--- src/rtl/cotm32_pkg.sv ---
// cotm32_pkg: shared types for the registered decode stage.
//   Control bundle (cu_ctrl_t), its reset/bubble value CU_CTRL_NOP, the decode
//   stage FSM states, opcode / funct constants and the ALU op mapping helpers.
package cotm32_pkg;

   typedef enum logic [4:0] {
      ALU_ADD, ALU_SUB, ALU_SLL, ALU_SLT, ALU_SLTU, ALU_XOR, ALU_SRL, ALU_SRA,
      ALU_OR, ALU_AND, ALU_MUL, ALU_MULH, ALU_MULHSU, ALU_MULHU,
      ALU_DIV, ALU_DIVU, ALU_REM, ALU_REMU
   } alu_op_t;

   typedef enum logic [1:0] {ALU_A_RS1, ALU_A_PC, ALU_A_ZERO} alu_a_sel_t;
   typedef enum logic       {ALU_B_RS2, ALU_B_IMM} alu_b_sel_t;
   typedef enum logic [2:0] {IMM_I, IMM_S, IMM_B, IMM_U, IMM_J} imm_sel_t;
   typedef enum logic [1:0] {BU_NEVER, BU_ALWAYS, BU_COND} bu_be_t;
   typedef enum logic [3:0] {
      LSU_NONE, LSU_LB, LSU_LH, LSU_LW, LSU_LBU, LSU_LHU, LSU_SB, LSU_SH, LSU_SW
   } lsu_ls_t;
   typedef enum logic [1:0] {WB_ALU, WB_LSU, WB_PC4, WB_CSR} reg_wb_sel_t;
   typedef enum logic       {CSR_SRC_RS1, CSR_SRC_ZIMM} csr_data_sel_t;

   typedef enum logic [1:0] {S_RUN, S_WFI, S_FENCEI} cu_state_t;

   typedef struct packed {
      alu_op_t       alu_op;
      alu_a_sel_t    alu_a_sel;
      alu_b_sel_t    alu_b_sel;
      imm_sel_t      imm_sel;
      bu_be_t        bu_be;
      logic [2:0]    bu_op;          // branch compare kind (funct3)
      logic          regfile_we;
      logic [4:0]    rd;
      logic [4:0]    rs1;
      logic [4:0]    rs2;
      lsu_ls_t       lsu_ls;
      reg_wb_sel_t   reg_wb_sel;
      logic          csr_we;
      logic [1:0]    csr_op;         // 01 RW, 10 RS, 11 RC
      csr_data_sel_t csr_data_sel;
      logic [11:0]   csr_addr;
      logic [4:0]    csr_zimm;
      logic          mret;
      logic          wfi;
      logic          fencei;
      logic          trap_illegal;
      logic          trap_ecall_m;
      logic          trap_ebreak;
   } cu_ctrl_t;

   localparam cu_ctrl_t CU_CTRL_NOP = '{
      alu_op: ALU_ADD, alu_a_sel: ALU_A_RS1, alu_b_sel: ALU_B_RS2, imm_sel: IMM_I,
      bu_be: BU_NEVER, bu_op: 3'd0, regfile_we: 1'b0, rd: 5'd0, rs1: 5'd0, rs2: 5'd0,
      lsu_ls: LSU_NONE, reg_wb_sel: WB_ALU, csr_we: 1'b0, csr_op: 2'd0,
      csr_data_sel: CSR_SRC_RS1, csr_addr: 12'd0, csr_zimm: 5'd0, mret: 1'b0,
      wfi: 1'b0, fencei: 1'b0, trap_illegal: 1'b0, trap_ecall_m: 1'b0,
      trap_ebreak: 1'b0
   };

   localparam logic [6:0] OPC_LUI      = 7'b0110111;
   localparam logic [6:0] OPC_AUIPC    = 7'b0010111;
   localparam logic [6:0] OPC_JAL      = 7'b1101111;
   localparam logic [6:0] OPC_JALR     = 7'b1100111;
   localparam logic [6:0] OPC_BRANCH   = 7'b1100011;
   localparam logic [6:0] OPC_LOAD     = 7'b0000011;
   localparam logic [6:0] OPC_STORE    = 7'b0100011;
   localparam logic [6:0] OPC_OP_IMM   = 7'b0010011;
   localparam logic [6:0] OPC_OP       = 7'b0110011;
   localparam logic [6:0] OPC_MISC_MEM = 7'b0001111;
   localparam logic [6:0] OPC_SYSTEM   = 7'b1110011;

   localparam logic [6:0] F7_BASE = 7'b0000000;
   localparam logic [6:0] F7_ALT  = 7'b0100000;
   localparam logic [6:0] F7_M    = 7'b0000001;

   localparam logic [2:0] F3_MUL    = 3'b000;
   localparam logic [2:0] F3_MULH   = 3'b001;
   localparam logic [2:0] F3_MULHSU = 3'b010;
   localparam logic [2:0] F3_MULHU  = 3'b011;
   localparam logic [2:0] F3_DIV    = 3'b100;
   localparam logic [2:0] F3_DIVU   = 3'b101;
   localparam logic [2:0] F3_REM    = 3'b110;
   localparam logic [2:0] F3_REMU   = 3'b111;

   localparam logic [31:0] INST_EXACT_ECALL  = 32'h0000_0073;
   localparam logic [31:0] INST_EXACT_EBREAK = 32'h0010_0073;
   localparam logic [31:0] INST_EXACT_MRET   = 32'h3020_0073;
   localparam logic [31:0] INST_EXACT_WFI    = 32'h1050_0073;

   // Base integer op; alt selects SUB/SRA (funct7 bit 5).
   function automatic alu_op_t alu_base_op(input logic [2:0] f3, input logic alt);
      alu_op_t op;
      case (f3)
         3'b000:  op = alt ? ALU_SUB : ALU_ADD;
         3'b001:  op = ALU_SLL;
         3'b010:  op = ALU_SLT;
         3'b011:  op = ALU_SLTU;
         3'b100:  op = ALU_XOR;
         3'b101:  op = alt ? ALU_SRA : ALU_SRL;
         3'b110:  op = ALU_OR;
         default: op = ALU_AND;
      endcase
      return op;
   endfunction

   function automatic alu_op_t alu_m_op(input logic [2:0] f3);
      alu_op_t op;
      case (f3)
         F3_MUL:    op = ALU_MUL;
         F3_MULH:   op = ALU_MULH;
         F3_MULHSU: op = ALU_MULHSU;
         F3_MULHU:  op = ALU_MULHU;
         F3_DIV:    op = ALU_DIV;
         F3_DIVU:   op = ALU_DIVU;
         F3_REM:    op = ALU_REM;
         default:   op = ALU_REMU;
      endcase
      return op;
   endfunction

endpackage

--- src/rtl/cu_decode.sv ---
// cu_decode: combinational RV32I (+M, Zicsr, FENCE/FENCE.I, MRET, WFI) decoder.
//   i_inst  [31:0]  instruction word
//   o_ctrl          decoded control bundle (cu_ctrl_t)
// Illegal encodings produce a NOP bundle with trap_illegal set.
module cu_decode
   import cotm32_pkg::*;
#(
   parameter bit EN_M     = 1'b1,
   parameter bit EN_ZICSR = 1'b1,
   parameter bit EN_WFI   = 1'b1
) (
   input  logic [31:0] i_inst,
   output cu_ctrl_t    o_ctrl
);

   logic [6:0] opcode;
   logic [6:0] funct7;
   logic [2:0] funct3;
   logic [4:0] rd;
   logic [4:0] rs1;
   logic [4:0] rs2;
   cu_ctrl_t   ctrl;
   logic       illegal;

   assign opcode = i_inst[6:0];
   assign rd     = i_inst[11:7];
   assign funct3 = i_inst[14:12];
   assign rs1    = i_inst[19:15];
   assign rs2    = i_inst[24:20];
   assign funct7 = i_inst[31:25];

   always_comb begin
      ctrl     = CU_CTRL_NOP;
      illegal  = 1'b0;
      ctrl.rd  = rd;
      ctrl.rs1 = rs1;
      ctrl.rs2 = rs2;
      case (opcode)
         OPC_LUI, OPC_AUIPC: begin
            ctrl.regfile_we = 1'b1;
            ctrl.alu_a_sel  = (opcode == OPC_LUI) ? ALU_A_ZERO : ALU_A_PC;
            ctrl.alu_b_sel  = ALU_B_IMM;
            ctrl.imm_sel    = IMM_U;
         end
         OPC_JAL: begin
            ctrl.regfile_we = 1'b1;
            ctrl.alu_a_sel  = ALU_A_PC;
            ctrl.alu_b_sel  = ALU_B_IMM;
            ctrl.imm_sel    = IMM_J;
            ctrl.bu_be      = BU_ALWAYS;
            ctrl.reg_wb_sel = WB_PC4;
         end
         OPC_JALR: begin
            illegal         = (funct3 != 3'b000);
            ctrl.regfile_we = 1'b1;
            ctrl.alu_b_sel  = ALU_B_IMM;
            ctrl.bu_be      = BU_ALWAYS;
            ctrl.reg_wb_sel = WB_PC4;
         end
         OPC_BRANCH: begin
            illegal        = (funct3 == 3'b010) || (funct3 == 3'b011);
            ctrl.alu_a_sel = ALU_A_PC;
            ctrl.alu_b_sel = ALU_B_IMM;
            ctrl.imm_sel   = IMM_B;
            ctrl.bu_be     = BU_COND;
            ctrl.bu_op     = funct3;
         end
         OPC_LOAD: begin
            ctrl.regfile_we = 1'b1;
            ctrl.reg_wb_sel = WB_LSU;
            ctrl.alu_b_sel  = ALU_B_IMM;
            case (funct3)
               3'b000:  ctrl.lsu_ls = LSU_LB;
               3'b001:  ctrl.lsu_ls = LSU_LH;
               3'b010:  ctrl.lsu_ls = LSU_LW;
               3'b100:  ctrl.lsu_ls = LSU_LBU;
               3'b101:  ctrl.lsu_ls = LSU_LHU;
               default: illegal = 1'b1;
            endcase
         end
         OPC_STORE: begin
            ctrl.alu_b_sel = ALU_B_IMM;
            ctrl.imm_sel   = IMM_S;
            case (funct3)
               3'b000:  ctrl.lsu_ls = LSU_SB;
               3'b001:  ctrl.lsu_ls = LSU_SH;
               3'b010:  ctrl.lsu_ls = LSU_SW;
               default: illegal = 1'b1;
            endcase
         end
         OPC_OP_IMM: begin
            ctrl.regfile_we = 1'b1;
            ctrl.alu_b_sel  = ALU_B_IMM;
            ctrl.alu_op     = alu_base_op(funct3, 1'b0);
            // Only the shift-immediates constrain the upper bits.
            if (funct3 == 3'b001)
               illegal = (funct7 != F7_BASE);
            else if (funct3 == 3'b101) begin
               ctrl.alu_op = alu_base_op(funct3, funct7 == F7_ALT);
               illegal     = (funct7 != F7_BASE) && (funct7 != F7_ALT);
            end
         end
         OPC_OP: begin
            ctrl.regfile_we = 1'b1;
            if (funct7 == F7_BASE)
               ctrl.alu_op = alu_base_op(funct3, 1'b0);
            else if ((funct7 == F7_ALT) && ((funct3 == 3'b000) || (funct3 == 3'b101)))
               ctrl.alu_op = alu_base_op(funct3, 1'b1);
            else if ((funct7 == F7_M) && EN_M)
               ctrl.alu_op = alu_m_op(funct3);
            else
               illegal = 1'b1;
         end
         OPC_MISC_MEM: begin
            case (funct3)
               3'b000:  ;                    // FENCE: in-order core, nothing to do
               3'b001:  ctrl.fencei = 1'b1;
               default: illegal = 1'b1;
            endcase
         end
         OPC_SYSTEM: begin
            if (funct3 == 3'b000) begin
               if (i_inst == INST_EXACT_ECALL)       ctrl.trap_ecall_m = 1'b1;
               else if (i_inst == INST_EXACT_EBREAK) ctrl.trap_ebreak  = 1'b1;
               else if (i_inst == INST_EXACT_MRET)   ctrl.mret         = 1'b1;
               else if (i_inst == INST_EXACT_WFI)    ctrl.wfi          = EN_WFI;
               else                                  illegal           = 1'b1;
            end else if ((funct3 == 3'b100) || !EN_ZICSR) begin
               illegal = 1'b1;
            end else begin
               ctrl.regfile_we   = 1'b1;
               ctrl.reg_wb_sel   = WB_CSR;
               ctrl.csr_op       = funct3[1:0];
               ctrl.csr_data_sel = funct3[2] ? CSR_SRC_ZIMM : CSR_SRC_RS1;
               ctrl.csr_addr     = i_inst[31:20];
               ctrl.csr_zimm     = rs1;
               // Set/clear with a zero source (rs1 or zimm share the field) is read-only.
               ctrl.csr_we       = (funct3[1:0] == 2'b01) || (rs1 != 5'd0);
            end
         end
         default: illegal = 1'b1;
      endcase

      if (rd == 5'd0) ctrl.regfile_we = 1'b0;

      if (illegal) begin
         ctrl              = CU_CTRL_NOP;
         ctrl.trap_illegal = 1'b1;
      end
   end

   assign o_ctrl = ctrl;

endmodule

--- src/rtl/cu_pipe.sv ---
// cu_pipe: registered decode stage between fetch and execute.
//   i_clk, i_rst             clock, synchronous active-high reset
//   i_inst_valid/o_inst_ready, i_inst, i_pc   fetch side
//   o_valid/i_ready, o_ctrl, o_pc             execute side
//   i_flush                  kill held entry and abort any stall
//   i_irq_pending            wakes a WFI stall
//   i_pipe_empty             downstream idle, lets FENCE.I complete
//   o_fencei_req             one-cycle I-cache/fetch invalidate pulse
//
// Handshake: a transfer happens on a rising edge where valid && ready are both
// high; valid never depends on ready; ctrl/pc hold while valid && !ready.
// Accept and retire on the same edge replace the held entry with the new one.
module cu_pipe
   import cotm32_pkg::*;
#(
   parameter int XLEN     = 32,
   parameter bit EN_M     = 1'b1,
   parameter bit EN_ZICSR = 1'b1,
   parameter bit EN_WFI   = 1'b1
) (
   input  logic                       i_clk,
   input  logic                       i_rst,
   input  logic                       i_inst_valid,
   output logic                       o_inst_ready,
   input  logic [31:0]                i_inst,
   input  logic [XLEN-1:0]            i_pc,
   input  logic                       i_flush,
   input  logic                       i_irq_pending,
   input  logic                       i_pipe_empty,
   output logic                       o_valid,
   input  logic                       i_ready,
   output logic [$bits(cu_ctrl_t)-1:0] o_ctrl,
   output logic [XLEN-1:0]            o_pc,
   output logic                       o_fencei_req
);

   cu_state_t       state_q, state_d;
   logic            valid_q, valid_d;
   cu_ctrl_t        ctrl_q;
   logic [XLEN-1:0] pc_q;
   cu_ctrl_t        dec_ctrl;
   logic            accept;
   logic            retire;
   logic            fencei_req;

   cu_decode #(
      .EN_M     (EN_M),
      .EN_ZICSR (EN_ZICSR),
      .EN_WFI   (EN_WFI)
   ) u_decode (
      .i_inst (i_inst),
      .o_ctrl (dec_ctrl)
   );

   assign o_inst_ready = (state_q == S_RUN) && (!valid_q || i_ready) && !i_flush;
   assign accept       = i_inst_valid && o_inst_ready;
   assign retire       = valid_q && i_ready;

   always_comb begin
      state_d    = state_q;
      valid_d    = valid_q;
      fencei_req = 1'b0;
      if (retire) valid_d = 1'b0;
      if (accept) valid_d = 1'b1;
      case (state_q)
         S_RUN: begin
            if (accept && dec_ctrl.wfi)         state_d = S_WFI;
            else if (accept && dec_ctrl.fencei) state_d = S_FENCEI;
         end
         S_WFI: begin
            if (i_irq_pending) state_d = S_RUN;
         end
         S_FENCEI: begin
            // Wait for the FENCE.I bundle itself to leave and downstream to drain.
            if (!valid_q && i_pipe_empty) begin
               state_d    = S_RUN;
               fencei_req = 1'b1;
            end
         end
         default: state_d = S_RUN;
      endcase
      if (i_flush) begin
         valid_d    = 1'b0;
         state_d    = S_RUN;
         fencei_req = 1'b0;
      end
   end

   always_ff @(posedge i_clk) begin
      if (i_rst) begin
         state_q <= S_RUN;
         valid_q <= 1'b0;
         ctrl_q  <= CU_CTRL_NOP;
         pc_q    <= '0;
      end else begin
         state_q <= state_d;
         valid_q <= valid_d;
         if (accept) begin
            ctrl_q <= dec_ctrl;
            pc_q   <= i_pc;
         end
      end
   end

   assign o_valid      = valid_q;
   assign o_ctrl       = ctrl_q;
   assign o_pc         = pc_q;
   assign o_fencei_req = fencei_req;

endmodule

--- config.mk ---
export PLATFORM = sky130hd
export DESIGN_NAME = cu_pipe
export DESIGN_NICKNAME = d
export VERILOG_FILES = /design/src/rtl/cotm32_pkg.sv /design/src/rtl/cu_decode.sv /design/src/rtl/cu_pipe.sv
export SDC_FILE = /design/constraint.sdc
export NUM_CORES = 1
export LEC_CHECK = 0
export BUFFER_PORTS_ARGS = -buffer_cell sky130_fd_sc_hd__buf_2
export CAP_MARGIN = 20
export CORE_ASPECT_RATIO = 1.5
export CORE_MARGIN = 1
export CORE_UTILIZATION = 45
export CTS_CLUSTER_DIAMETER = 30
export DETAILED_ROUTE_END_ITERATION = 12
export MAX_ROUTING_LAYER = met4
export PLACE_DENSITY = 0.74
export SYNTH_ARGS = -nofsm -noshare
export SYNTH_HDL_FRONTEND = slang
export SYNTH_SLANG_ARGS = --single-unit
--- constraint.sdc ---
create_clock -name i_clk -period 4.8 [get_ports i_clk]
set_clock_uncertainty 0.1 [all_clocks]
set_input_delay 0.48 -clock i_clk [delete_from_list [all_inputs] [get_ports i_clk]]
set_output_delay 0.48 -clock i_clk [all_outputs]
set_load 0.02 [all_outputs]
After elaboration in Yosys (flattened, before gate mapping) --
Cells that the tools add are included.
Word-level totals: register bits after elaboration 100, latch bits 0, RAM bits 0, bits in read-only memories 0, bits of input ports 71, output and inout bits 100, logic and storage cells 158, memories kept 0
Operators by class: add/sub/neg operators 0, $mul 0, div/mod/pow operators 0, magnitude comparators 0, equality and inequality tests 30, shifts and indexed selects 0, muxes and demuxes 68, bitwise logic cells 0, reduce and logical (&&, ||, !) cells 34
Operators with widths (number):
- 23-bit two-way mux | 3
- 65-bit two-way mux | 1
- 4-bit one-hot mux with 7 select lines | 2
- 5-bit one-hot mux with 7 select lines | 1
- 1-bit two-way mux | 33
- 32-bit by 21-bit == test with 1-bit output, second input constant | 1
- 32-bit by 29-bit == test with 1-bit output, second input constant | 1
- 32-bit by 30-bit == test with 1-bit output, second input constant | 1
- 32-bit by 7-bit == test with 1-bit output, second input constant | 1
- 7-bit by 6-bit == test with 1-bit output, second input constant | 4
- 7-bit == test, second input constant | 4
- 5-bit two-way mux | 5
- 4-bit one-hot mux with 6 select lines | 1
- 2-bit two-way mux | 10
- 3-bit one-hot mux with 5 select lines | 1
- 7-bit by 5-bit == test with 1-bit output, second input constant | 2
- 2-bit one-hot mux with 3 select lines | 2
- 3-bit one-hot mux with 4 select lines | 1
- 4-bit one-hot mux with 3 select lines | 1
- 5-bit one-hot mux with 2 select lines | 1
- 2-bit OR reduction | 5
- 3-bit == test, second input constant | 3
- 1-bit logical AND | 9
- 1-bit one-hot mux with 9 select lines | 1
- 29 further kinds | 38

Depth between registers and ports, before layout --
depth in word-level cells 12, depth in mapped cells 12, mapped depth without buffers 8

By module --
Synthesis repeated with hierarchy kept, for this count alone.
Unflattened totals: cell total of the unflattened synthesis 665, area, all modules 5107.4 µm²
By module, submodules not included:
- cu_pipe | times used 1, cells an instance 461, area each 3841.2 µm², seq. area each 2001.9 µm²
- cu_decode | times used 1, cells an instance 204, area each 1266.2 µm², seq. area each 0.0 µm²

Worst setup path after synthesis --
Ideal clock, no wire load.
kind input -> register, start point input port i_inst[29], end point register ctrl_q, in the netlist o_ctrl[21], library setup time 96 ps, arrival time 2665 ps, required time 4604 ps, slack 1940 ps, cell stages on the path 8, buffers on the path 2, cells stage by stage or4_4 or2_0 or4_4 a311oi_4 nand3_1 buf_2 buf_6 o41ai_2
Between the ends: cells in the longest elaborated chain, start to end 8, elaborated cells between the ends (all ways) 23, classes of those cells eq/ne: 7; mux: 12; reduce/logical: 4
RTL lines:
- start: declaration | line cu_pipe.sv:25 | input logic [31:0] i_inst,
- 32-bit by 29-bit == test with 1-bit output | line cu_decode.sv:126 | else if (i_inst == INST_EXACT_WFI) ctrl.wfi = EN_WFI;
- 1-bit two-way mux | line cu_decode.sv:126
- 1-bit two-way mux | line cu_decode.sv:125 | else if (i_inst == INST_EXACT_MRET) ctrl.mret = 1'b1;
- 1-bit two-way mux | line cu_decode.sv:124 | else if (i_inst == INST_EXACT_EBREAK) ctrl.trap_ebreak = 1'b1;
- 1-bit two-way mux | line cu_decode.sv:123 | if (i_inst == INST_EXACT_ECALL) ctrl.trap_ecall_m = 1'b1;
- 1-bit two-way mux | line cu_decode.sv:122 | if (funct3 == 3'b000) begin
- 1-bit one-hot mux with 9 select lines (*) | line cu_decode.sv:38 | case (opcode)
- 65-bit two-way mux (*) | line cu_decode.sv:146 | if (illegal) begin
- end signal: assignment | line cu_pipe.sv:99 | ctrl_q <= dec_ctrl;
- end: declaration | line cu_pipe.sv:39 | cu_ctrl_t ctrl_q;
Mark *: on every way between the ends. The rest lies on a longest branch, timed or not. A chain may end at the register's enable or synchronous reset.

Worst setup path after layout --
start point input port i_inst[29], end point register ctrl_q, in the netlist o_ctrl[22]
Same word-level chain as after synthesis.

==> results.py <==
metrics = {
    "floorplanning": {
        "die_h_um": 125,
        "fp.coreArea_sq_um": 9690,
        "die_w_um": 83.8,
        "die-area_sq_um": 10400,
        "ios": 171,
        "start_util": 0.466,
        "rows": 44,
    },
    "placed_design": {
        "placedCellCount": 802,
        "dp_hpwl_um": 9380,
        "place.gp.congestion": 0.864,
        "io_buffer_count": 170,
    },
    "synth": {
        "syn-num-nets": 631,
        "ys_seq_area_frac": 0.444,
        "synth-edff-count": 0,
        "synthFlopType": "dfxtp_1",
        "synth_area_sq_um": 4510,
        "ys.warnings.count": 0,
        "synth_top_area_frac": 0.444,
        "synthCells": 554,
        "syn_avg_cell_area_sq_um": 8.14,
        "ys_seq_elements": 100,
        "synth_top_cell_by_area": "dfxtp_1",
        "synthTopCellsByArea": "dfxtp_1, nand2_1, a21oi_1, o31ai_1, clkbuf_1",
        "ys_async_sr_fraction": 0,
        "ys_types": 64,
    },
    "timing": {
        "maxSlewViolCount": 0,
        "setup_viol": 0,
        "slew_headroom": 0.347,
        "fmax_ghz": 0.315,
        "fin_crit_sh": 0.661,
        "hold_viol": 0,
        "min_period_ns": 3.17,
        "rsz0062_at_grt": "no",
        "finalSetupTns_ns": 0,
        "tightestPinTransition_ns": 0.980,
    },
    "detailed_routing": {
        "vias": 4612,
        "dr.pass1.iters": 6,
        "wl_per_cell_um": 16.3,
        "drt_iter0_markers": 322,
        "via_per_inst": 5.64,
        "wirelength_um": 13300,
        "drc_errors": 0,
        "antenna_left": 0,
    },
    "clock_network": {
        "cts_resized": 0,
        "path_clk_slew_ns": 0.07,
        "cts_sinks": 100,
        "clock_latency_ns": 0.34,
        "numCtsBuffers": 9,
        "cts.path.max_buffers": 2,
        "cts.htree.levels": 3,
        "holdBufCountCts": 0,
        "postCtsSetupRepairBufs": 0,
        "cts-root-buf": "clkbuf_16",
        "cts_tree": "built",
    },
    "power": {
        "leakage_nw": 2.46,
        "power-per-cell-area_nw_per_um2": 322,
        "vdd_drop_max_mv": 0.240,
    },
    "worst_setup_path": {
        "cp-start-kind": "input pin",
        "reg2reg_slack_ns": 1.74,
        "cp_slowest_cell": "a311oi_4",
        "worst-path-buf-inv": 2,
        "cp_max_fo": 38,
        "cpPeakStageDelay_ns": 0.64,
        "path_common_cell": "or4_4",
        "worstSetupPathType": "in -> reg",
        "crit_required_ns": 4.94,
        "worstSetupEndpointType": "register",
        "arrival_ns": 3.31,
        "path_cells": "buf_2, or4_4, or2_0, or4_4, a311oi_4, nand3_1, buf_4, o41ai_1",
        "crit_family": "simple AND/OR/NAND/NOR gates",
    },
    "hold_path": {
        "hold_class": "in -> reg",
    },
    "final_layout": {
        "diodes": 0,
        "fin_cells": 818,
        "drive_above_1_share": 0.292,
        "fin_nets": 775,
        "area_delta_synth_final_pct": 27.0,
    },
    "global_routing": {
        "grt_max_degree": 54,
        "grt.total_usage": 0.257,
        "grt_overflow": 0,
        "grt_pass1_vias": 4291,
        "grt_pass1_wl_um": 21200,
        "antenna_found_initial": 0,
    },
    "status": {
        "status": "finished clean",
    },
    "flow_run": {
        "drv_cap": 0,
    },
}
==> cells in the final DEF (no fill, tap or decap), drive strengths merged, types with 6 or more instances in the layout <==
master / n
a21oi: 50
nand4: 8
o31ai: 22
ha: 6
nand3: 6
dfxtp: 100
o21ai: 24
clkbuf: 10
buf: 178
nor2: 31
nand2: 127
o41ai: 10
a32oi: 13
nor3: 6
nand2b: 17
inv: 12
nand3b: 11
==> Yosys cell counts, types with 3 or more instances <==
| cell type | count |
|---|---|
| nor2_1 | 31 |
| o211ai_1 | 3 |
| nand3b_1 | 11 |
| o31ai_1 | 22 |
| nand2_1 | 127 |
| nand4b_1 | 5 |
| nand4_1 | 8 |
| inv_1 | 11 |
| nor4_1 | 3 |
| a21oi_1 | 50 |
| nand3_1 | 6 |
| o21ai_1 | 15 |
| nor3_1 | 6 |
| o21ai_0 | 9 |
| a32oi_1 | 13 |
| o41ai_1 | 8 |
| nor2b_1 | 5 |
| dfxtp_1 | 100 |
| clkbuf_1 | 40 |
| nand2b_1 | 17 |
| or4_1 | 3 |
| ha_1 | 6 |
==> power by group <==
part / switching [W] / internal, W / total, W
clock: 0.000323 / 0.000476 / 0.000798
sequential: 0.00000663 / 0.000844 / 0.000850
combinational: 0.000130 / 0.0000657 / 0.000195
total: 0.000459 / 0.00139 / 0.00184
==> per-layer routing <==
| metal | GRT usage | up-vias | wire length (um) |
|---|---|---|---|
| li1 | - | 2262 | - |
| met1 | 0.300 | 2142 | 5340 |
| met2 | 0.441 | 184 | 6980 |
| met3 | 0.0371 | 24 | 667 |
| met4 | 0.103 | 0 | 318 |
| met5 | - | - | 0 |
==> worst paths after layout <==
path	startpoint	endpoint	cells past startpoint
max reg2reg	state_q[1]$_SDFFE_PP0P_	o_ctrl[22]$_SDFFE_PP0P_	8
min	i_inst[20]	o_ctrl[1]$_SDFFE_PP0P_	2
max	i_inst[29]	o_ctrl[22]$_SDFFE_PP0P_	8
min reg2reg	o_ctrl[16]$_SDFFE_PP0P_	o_ctrl[16]$_SDFFE_PP0P_	2
==> worst register-to-register path: stages, from the launching register on <==
cell and delay (ns):
dfxtp_1 0.33, nor3_1 0.21, and3_1 0.18, buf_4 0.35, o211ai_1 0.28, a311oi_4 0.70
nand3_1 0.15, buf_4 0.30, o41ai_1 0.36
==> stage by stage <==
step                      worst slack (ns)  instance area [sq um]  total power (W)  utilization  hold WS (ns)
after floorplan                       1.94                   4510         0.000986            -         0.389
final                                 1.63                   5730          0.00184        0.591         0.270
after global routing                  1.44                   5730          0.00191        0.591         0.275
after detailed placement              1.27                   5400          0.00106        0.557         0.335
after global placement                1.41                   5400          0.00106        0.557         0.329
after CTS                             1.64                   5730          0.00186        0.591         0.258
==> area by class of cell <==
cell class,count,area [sq um]
clock buffers,10,239
clock inverters,6,95.1
fillers,913,3960
inverters,11,41.3
multi-input cells,398,2300
flip-flops and latches,100,2000
well taps,115,144
repair buffers,178,911
==> kinds of logic after synthesis <==
family	share of synthesized area
AO/OA/AOI/OAI	0.224
adder cells (fa/ha/maj)	0.0166
AND/OR/NAND/NOR	0.261
XOR/XNOR	0.00388
multiplexers	0.00222
buffers and inverters	0.0488
flip-flops	0.444
==> state kept, by name (all words and copies together) (netlist names) <==
| register | count |
|---|---|
| o_ctrl | 65 |
| o_pc | 32 |
| state_q | 2 |
| o_valid | 1 |
Note: power is estimated with default switching activity, not from simulation.
